### src/rtl/fifo_seq.sv
// rtl/fifo_seq.sv - reset sequencer and valid/ready adapter for a one-cycle-latency block-RAM FIFO
module fifo_seq #(
  parameter int WIDTH     = 9,
  parameter int RST_CYC   = 5,
  parameter int GUARD_CYC = 5
) (
  input  logic             clk,
  input  logic             rstn,
  input  logic             s_valid,
  input  logic [WIDTH-1:0] s_data,
  output logic             s_ready,
  output logic             m_valid,
  output logic [WIDTH-1:0] m_data,
  input  logic             m_ready,
  output logic             init_done,
  output logic             err,
  output logic             fifo_rst,
  output logic             fifo_wr_en,
  output logic [WIDTH-1:0] fifo_din,
  output logic             fifo_rd_en,
  input  logic [WIDTH-1:0] fifo_dout,
  input  logic             fifo_full,
  input  logic             fifo_empty,
  input  logic             fifo_wrerr,
  input  logic             fifo_rderr
);

  localparam int CNT_MAX = (RST_CYC > GUARD_CYC) ? RST_CYC : GUARD_CYC;
  localparam int CNT_W   = $clog2(CNT_MAX + 1);

  typedef enum logic [1:0] {
    ST_RESET = 2'd0,
    ST_GUARD = 2'd1,
    ST_RUN   = 2'd2
  } state_t;

  state_t             r_state;
  state_t             w_state_nxt;
  logic [CNT_W-1:0]   r_cnt;
  logic [CNT_W-1:0]   w_cnt_nxt;
  logic               r_fifo_rst;
  logic               w_run;

  logic [1:0]         r_occ;
  logic               r_pend;
  logic [WIDTH-1:0]   r_buf0;
  logic [WIDTH-1:0]   r_buf1;
  logic               r_err;
  logic               w_pop;
  logic [2:0]         w_level;
  logic               w_rd_ok;

  // Reset/guard/run sequencing: next state and counter
  always_comb begin
    w_state_nxt = r_state;
    w_cnt_nxt   = r_cnt;
    case (r_state)
      ST_RESET: begin
        if (r_cnt == CNT_W'(RST_CYC - 1)) begin
          w_state_nxt = ST_GUARD;
          w_cnt_nxt   = '0;
        end else begin
          w_cnt_nxt = r_cnt + 1'b1;
        end
      end
      ST_GUARD: begin
        if (r_cnt == CNT_W'(GUARD_CYC - 1)) begin
          w_state_nxt = ST_RUN;
          w_cnt_nxt   = '0;
        end else begin
          w_cnt_nxt = r_cnt + 1'b1;
        end
      end
      ST_RUN: begin
        w_state_nxt = ST_RUN;
      end
      default: begin
        w_state_nxt = ST_RESET;
        w_cnt_nxt   = '0;
      end
    endcase
  end

  // State register; fifo_rst is registered so the primitive sees a clean level
  always_ff @(posedge clk) begin
    if (!rstn) begin
      r_state    <= ST_RESET;
      r_cnt      <= '0;
      r_fifo_rst <= 1'b1;
    end else begin
      r_state    <= w_state_nxt;
      r_cnt      <= w_cnt_nxt;
      r_fifo_rst <= (w_state_nxt == ST_RESET);
    end
  end

  assign w_run     = (r_state == ST_RUN);
  assign init_done = w_run;
  assign fifo_rst  = r_fifo_rst;

  // Write side is a direct pass-through gated by RUN and the primitive's full flag
  assign s_ready    = w_run & ~fifo_full;
  assign fifo_wr_en = s_valid & s_ready;
  assign fifo_din   = s_data;

  // A read is only issued if its word is guaranteed a skid slot when it lands
  assign w_pop      = (r_occ != 2'd0) & m_ready;
  assign w_level    = {1'b0, r_occ} + {2'b00, r_pend};
  assign w_rd_ok    = (w_level < (3'd2 + {2'b00, w_pop}));
  assign fifo_rd_en = w_run & ~fifo_empty & w_rd_ok;

  // Skid buffer: buf0 is the head, buf1 the second entry; pend marks a word landing this cycle
  always_ff @(posedge clk) begin
    if (!rstn) begin
      r_occ  <= 2'd0;
      r_pend <= 1'b0;
      r_buf0 <= '0;
      r_buf1 <= '0;
    end else begin
      r_pend <= fifo_rd_en;
      case ({r_pend, w_pop})
        2'b10: begin
          if (r_occ == 2'd0) r_buf0 <= fifo_dout;
          else               r_buf1 <= fifo_dout;
          if (r_occ != 2'd2) r_occ <= r_occ + 2'd1;
        end
        2'b01: begin
          if (r_occ == 2'd2) r_buf0 <= r_buf1;
          r_occ <= r_occ - 2'd1;
        end
        2'b11: begin
          if (r_occ == 2'd2) begin
            r_buf0 <= r_buf1;
            r_buf1 <= fifo_dout;
          end else begin
            r_buf0 <= fifo_dout;
          end
        end
        default: begin
        end
      endcase
    end
  end

  assign m_valid = (r_occ != 2'd0);
  assign m_data  = r_buf0;

  // Sticky error: primitive reports only count once the sequence is in RUN
  always_ff @(posedge clk) begin
    if (!rstn) begin
      r_err <= 1'b0;
    end else if (w_run && (fifo_wrerr || fifo_rderr)) begin
      r_err <= 1'b1;
    end
  end

  assign err = r_err;

endmodule
### config.mk
export PLATFORM = sky130hd
export DESIGN_NAME = fifo_seq
export DESIGN_NICKNAME = d
export VERILOG_FILES = /design/src/rtl/fifo_seq.sv
export SDC_FILE = /design/constraint.sdc
export NUM_CORES = 1
export LEC_CHECK = 0
export CAP_MARGIN = 20
export CORE_ASPECT_RATIO = 0.75
export CORE_MARGIN = 2
export CORE_UTILIZATION = 45
export DETAILED_ROUTE_END_ITERATION = 10
export PLACE_DENSITY = 0.8
export SLEW_MARGIN = 5
export SYNTH_ARGS = -nofsm -noshare
export SYNTH_HDL_FRONTEND = slang
export SYNTH_SLANG_ARGS = --single-unit
### constraint.sdc
create_clock -name clk -period 2 [get_ports clk]
set_input_delay 0.2 -clock clk [delete_from_list [all_inputs] [get_ports clk]]
set_output_delay 0.2 -clock clk [all_outputs]
set_load 0.02 [all_outputs]
---- Word-level counts from Yosys, hierarchy flattened ----
Index checks and enable logic that the tools add are counted.
cells by class
  eq/ne operators ......................... 13
  reductions and logical operators ........ 13
  add/sub/neg operators ................... 5
  bitwise operators ....................... 7
  multiplexer cells ....................... 14
  order comparisons ....................... 1
operator list
  operator                                        count
  two-way mux 9 bit                               5
  one-hot mux 9 bit (3 select lines)              1
  one-hot mux 9 bit (2 select lines)              1
  != test 2 bit (second input constant)           6
  == test 2 bit (second input constant)           4
  logical NOT 2 bit                               3
  two-way mux 2 bit                               3
  one-hot mux 2 bit (3 select lines)              1
  one-hot mux 3 bit (2 select lines)              1
  AND reduction 3 bit                             2
  nonzero test 2 bit                              3
  AND 1 bit                                       5
  == test 2 x 1 -> 1 bit (second input constant)  2
  one-hot mux 2 bit (2 select lines)              1
  adder 2 x 1 -> 3 bit                            1
  adder 2 x 1 -> 3 bit (first input constant)     1
  adder 3 x 1 -> 3 bit (second input constant)    1
  == test 3 bit (second input constant)           1
  less-than comparator 3 bit                      1
  two-way mux 3 bit                               1
  nonzero test 3 bit                              1
  adder 2 x 1 -> 2 bit (second input constant)    1
  inverter 1 bit                                  2
  AND reduction 2 bit                             1
  4 further kinds                                 4
storage, ports and cells
  output and inout bits ................... 25
  logic and storage cells ................. 61
  register bits after elaboration ......... 28

---- Logic depth before layout (Yosys ltp) ----
  depth after elaboration ................. 5
  depth in mapped cells ................... 6
  gate-level depth less buffers ........... 5

---- Worst setup path after synthesis ----
No wires, ideal clock.
  path type ............................... register to register
  from .................................... register r_occ[1]
  to ...................................... register r_buf0[7], in the netlist m_data[7]
  buffers on the path ..................... 2
  data arrival time ....................... 1.307 ns
  required time ........................... 1.882 ns
  cell stages (with the launch flop) ...... 6
  path slack .............................. 0.576 ns
  library setup time ...................... 0.118 ns
  clock period less this slack ............ 1.424 ns
  path through ............................ dfxtp_1 -> buf_6 -> mux2_4 -> a21o_1 -> buf_6 -> o2111a_1
on the way
  word-level cells in the longest chain between the ends .. 5
  elaborated cells between the ends (all ways) .. 13
ends and longest elaborated chain
  what                                                                  line  RTL
  start, declared                                                       44    logic [1:0] r_occ;
  start signal, assigned                                                125   if (r_occ != 2'd2) r_occ <= r_occ + 2'd1;
  start signal, assigned                                                129   r_occ <= r_occ - 2'd1;
  nonzero test 2 bit                                                    107   assign w_pop = (r_occ != 2'd0) & m_ready;
  AND 1 bit                                                             107
  == test 2 x 1 -> 1 bit or == test 2 bit (tied branches)               121   case ({r_pend, w_pop})
  != test 2 bit (no source line) or nonzero test 3 bit (tied branches)  -
  AND reduction 3 bit (no source line)                                  -
  end signal, assigned                                                  123   if (r_occ == 2'd0) r_buf0 <= fifo_dout;
  end signal, assigned                                                  128   if (r_occ == 2'd2) r_buf0 <= r_buf1;
  end signal, assigned                                                  133   r_buf0 <= r_buf1;
  end, declared                                                         46    logic [WIDTH-1:0] r_buf0;
Several ways; a longest one is shown, not always the timed one.
A chain may end at the register's enable or synchronous reset.

---- Worst setup path after layout ----
  from .................................... register r_occ[0]
  to ...................................... output fifo_rd_en
on the way
  word-level cells in the longest chain between the ends .. 5
  elaborated cells between the ends (all ways) .. 6
ends and longest elaborated chain
  what                            line  RTL
  nonzero test 2 bit              107
  AND 1 bit                       107
  adder 2 x 1 -> 3 bit            109   assign w_rd_ok = (w_level < (3'd2 + {2'b00, w_pop}));
  less-than comparator 3 bit (*)  109
  AND 1 bit (*)                   110   assign fifo_rd_en = w_run & ~fifo_empty & w_rd_ok;
  end, declared                   20    output logic fifo_rd_en,
Every way passes the cells marked *; elsewhere a longest branch is shown, timed or not.

==> out/results.txt <==
filler instances = 263
total power = 0.000950 W
Sequential Area = 562 um^2
Starting Density = 48.6%
worst hold-check path type = in2out
number of port buffers = 32
pwr dens = 530 nW/um^2
reg2reg start = r_occ[1]
CTS Buf Count = 3
die area = 3740 um^2
ys async rst share = 0%
clock slew at reported path FFs = 0.08 ns
DRC = 0
Area Overhead vs Synth = 22.1%
Synth top cells by count = dfxtp_1, a21oi_1, o21ai_0
worst skew pair latency = 0.27 ns
Via density = 5.94
max incr delay on CP = 0.34 ns
top-count cell post-synth = dfxtp_1
Top-Level Pins = 51
first-pass GRT wire length = 5620 um
clock sink count = 28
Max-Cap Viols = 0
Setup-failing EPs final = 0
Mapped Avg Cell Area = 8.44 um^2
YS warnings = 0
GP Congestion = 0.881
Tcrit/Tclk final = 91.9%
leakage = 0.641 nW
fin crit period = 1.84 ns
worst path cell trace = ha_1 > ha_1 > nor3_1 > and2_1 > dlygate4sd2_1
post-synth top area share = 38.2%
Synth Net Count = 204
Final Hold Vio Count = 0
synthesized area = 1470 um^2
# nets final = 225
GRT Residual Overflow = 0
nature of the critical path startpoint = flip-flop
hold_ws = 0.400 ns
CP dominant cell by count = ha_1
CTS Buffer Depth = 2
First DRT Iteration DRCs = 104
First-pass DRT Iterations = 4
Yosys top cell by area = dfxtp_1
TritonCTS clock tree = built
Worst-Margin Slew = 0.721 ns
reg2reg path depth = 4
critical path data required time = 1.80 ns
H-tree depth = 1
status = finished, final reports clean
Clock Tree Root = clkbuf_8
cell row count = 17
share of layout cells above drive strength 1 = 6.74%
antenna cells = 0
HP Start = s_data[0]
Slew Limit Fails = 0
WL/cell = 15.1 um
maximum number of pins on one net before global-route repair = 25
R2R Setup Slk = 0.41 ns
number of flops mapped to enable cells by yosys = 0
relative slew slack = 51.9%
Critical Setup Path Class = reg2out
Die Y = 53.5 um
Crit Path Max Fanout = 2
Primary FF master, synth = dfxtp_1
DP Wirelength = 2680 um
Worst EP arrival = 1.64 ns
Routed WL = 3500 um
multi-input logic area = 734 um^2
Max Clock Freq = 544 MHz
hold depth = 0
clk_skew = 0.00351 ns
vias in the first global route = 1,218
initial antenna violation count = 0
peak supply drop = 298 uV
CP max-delay cell = dlygate4sd2_1
core box area = 3020 um^2
setup bufs post-CTS = 0
Mapped Cells = 174
CP Capture Type = output port
All-Layer GR Usage = 18.9%
synth top area cells = dfxtp_1, a21oi_1, a311oi_1, buf_4, o31ai_1
Die X-Extent = 70.0 um
Hold Path End = fifo_din[0]
RSZ-0062 raised after global routing = no
Crit Reg-Reg Endpoint = m_data[0]
Yosys reg bits = 28
sequential share of the synthesized area = 38.2%
Antenna Nets Post-Route = 0
setup_tns = 0 ns
vias after detailed routing = 1,371
Synth cell types = 37
worst max-delay path, delay by kind of cell (launching register included):
family                     cells  cell delay [ns]
DFF                            1             0.32
adders and majority gates      2             0.37
buffers and inverters          1             0.34
and+or+nand+nor                2             0.33
through the flow:
stage	utilization (%)	area, um^2	instances	setup WS [ns]
after floorplan	-	1470	174	0.576
after global placement	57.9	1750	228	0.120
after detailed placement	57.9	1750	228	0.0836
after CTS	59.3	1790	231	0.0590
after global routing	59.4	1790	231	0.0368
final	59.4	1790	231	0.161
flip-flops by register name, summed over array words and instances (netlist names):
name / cells
r_cnt: 3
r_pend: 1
fifo_rst: 1
r_buf1: 9
r_state: 2
m_data: 9
err: 1
r_occ: 2
area by class of cell:
type                       count  share of cell area (%)
clock buffer                   3                    2.30
inverter                       9                    1.88
multi-input combinational    114                    41.0
sequential                    28                    31.3
tap                           38                    2.65
timing repair buffer          39                    20.9
cells in the final DEF, fill, tap and decap left out, types with 2 or more instances in the layout:
| cell type | n |
|---|---|
| dfxtp_1 | 27 |
| o21ai_0 | 13 |
| clkdlybuf4s50_1 | 30 |
| nand2_1 | 6 |
| inv_1 | 9 |
| nor2_1 | 5 |
| nor3_1 | 4 |
| a211oi_1 | 8 |
| a21oi_1 | 15 |
| nand3b_1 | 2 |
| nand3_1 | 9 |
| o31ai_1 | 9 |
| and2_1 | 4 |
| a311oi_1 | 8 |
| clkbuf_8 | 3 |
| nand2b_1 | 2 |
| ha_1 | 4 |
| nand4_1 | 9 |
| buf_4 | 7 |
worst max path at each step:
stage	startpoint	end	slack (ns)	depth (start not counted)
final	r_occ[0]	fifo_rd_en	0.16	5
after global placement	m_ready	fifo_rd_en	0.12	5
after floorplan	r_occ[1]	m_data[7]	0.58	5
after detailed placement	m_ready	fifo_rd_en	0.08	5
after global routing	r_occ[0]	fifo_rd_en	0.04	5
after CTS	r_state[0]	fifo_wr_en	0.06	4
layer usage:
metal	track usage [%]	wire length, um	share of wire, %	vias up
met3	3.43	198	5.7	14
met2	31.1	1540	44	43
met5	0	0	0	-
met1	24.9	1680	48	634
met4	7.37	78	2.2	0
li1	-	-	-	680
kinds of logic after synthesis:
kind of cell	after synthesis	synth area share, %
adders and majority gates	4	3.41
AOI/OAI and AO/OA	61	27.5
buffers and inverters	32	11.8
and+or+nand+nor	46	16.8
muxes	2	1.70
xor gates and xnor gates	1	0.596
DFF	28	38.2
power by group:
group | total, W | switching [W] | internal (W)
Sequential | 0.000570 | 0.00000554 | 0.000565
Combinational | 0.0000829 | 0.0000369 | 0.0000461
Clock | 0.000297 | 0.000162 | 0.000135
Total | 0.000950 | 0.000204 | 0.000746
timing repair:
action | 4_1_cts | 5_1_grt
resized for setup | 2 | 1
endpoints found under the setup margin | 2 | 1
pin swaps | 0 | 0
hold buffers | 0 | 0
No activity file was read; power rests on OpenSTA's default activity.
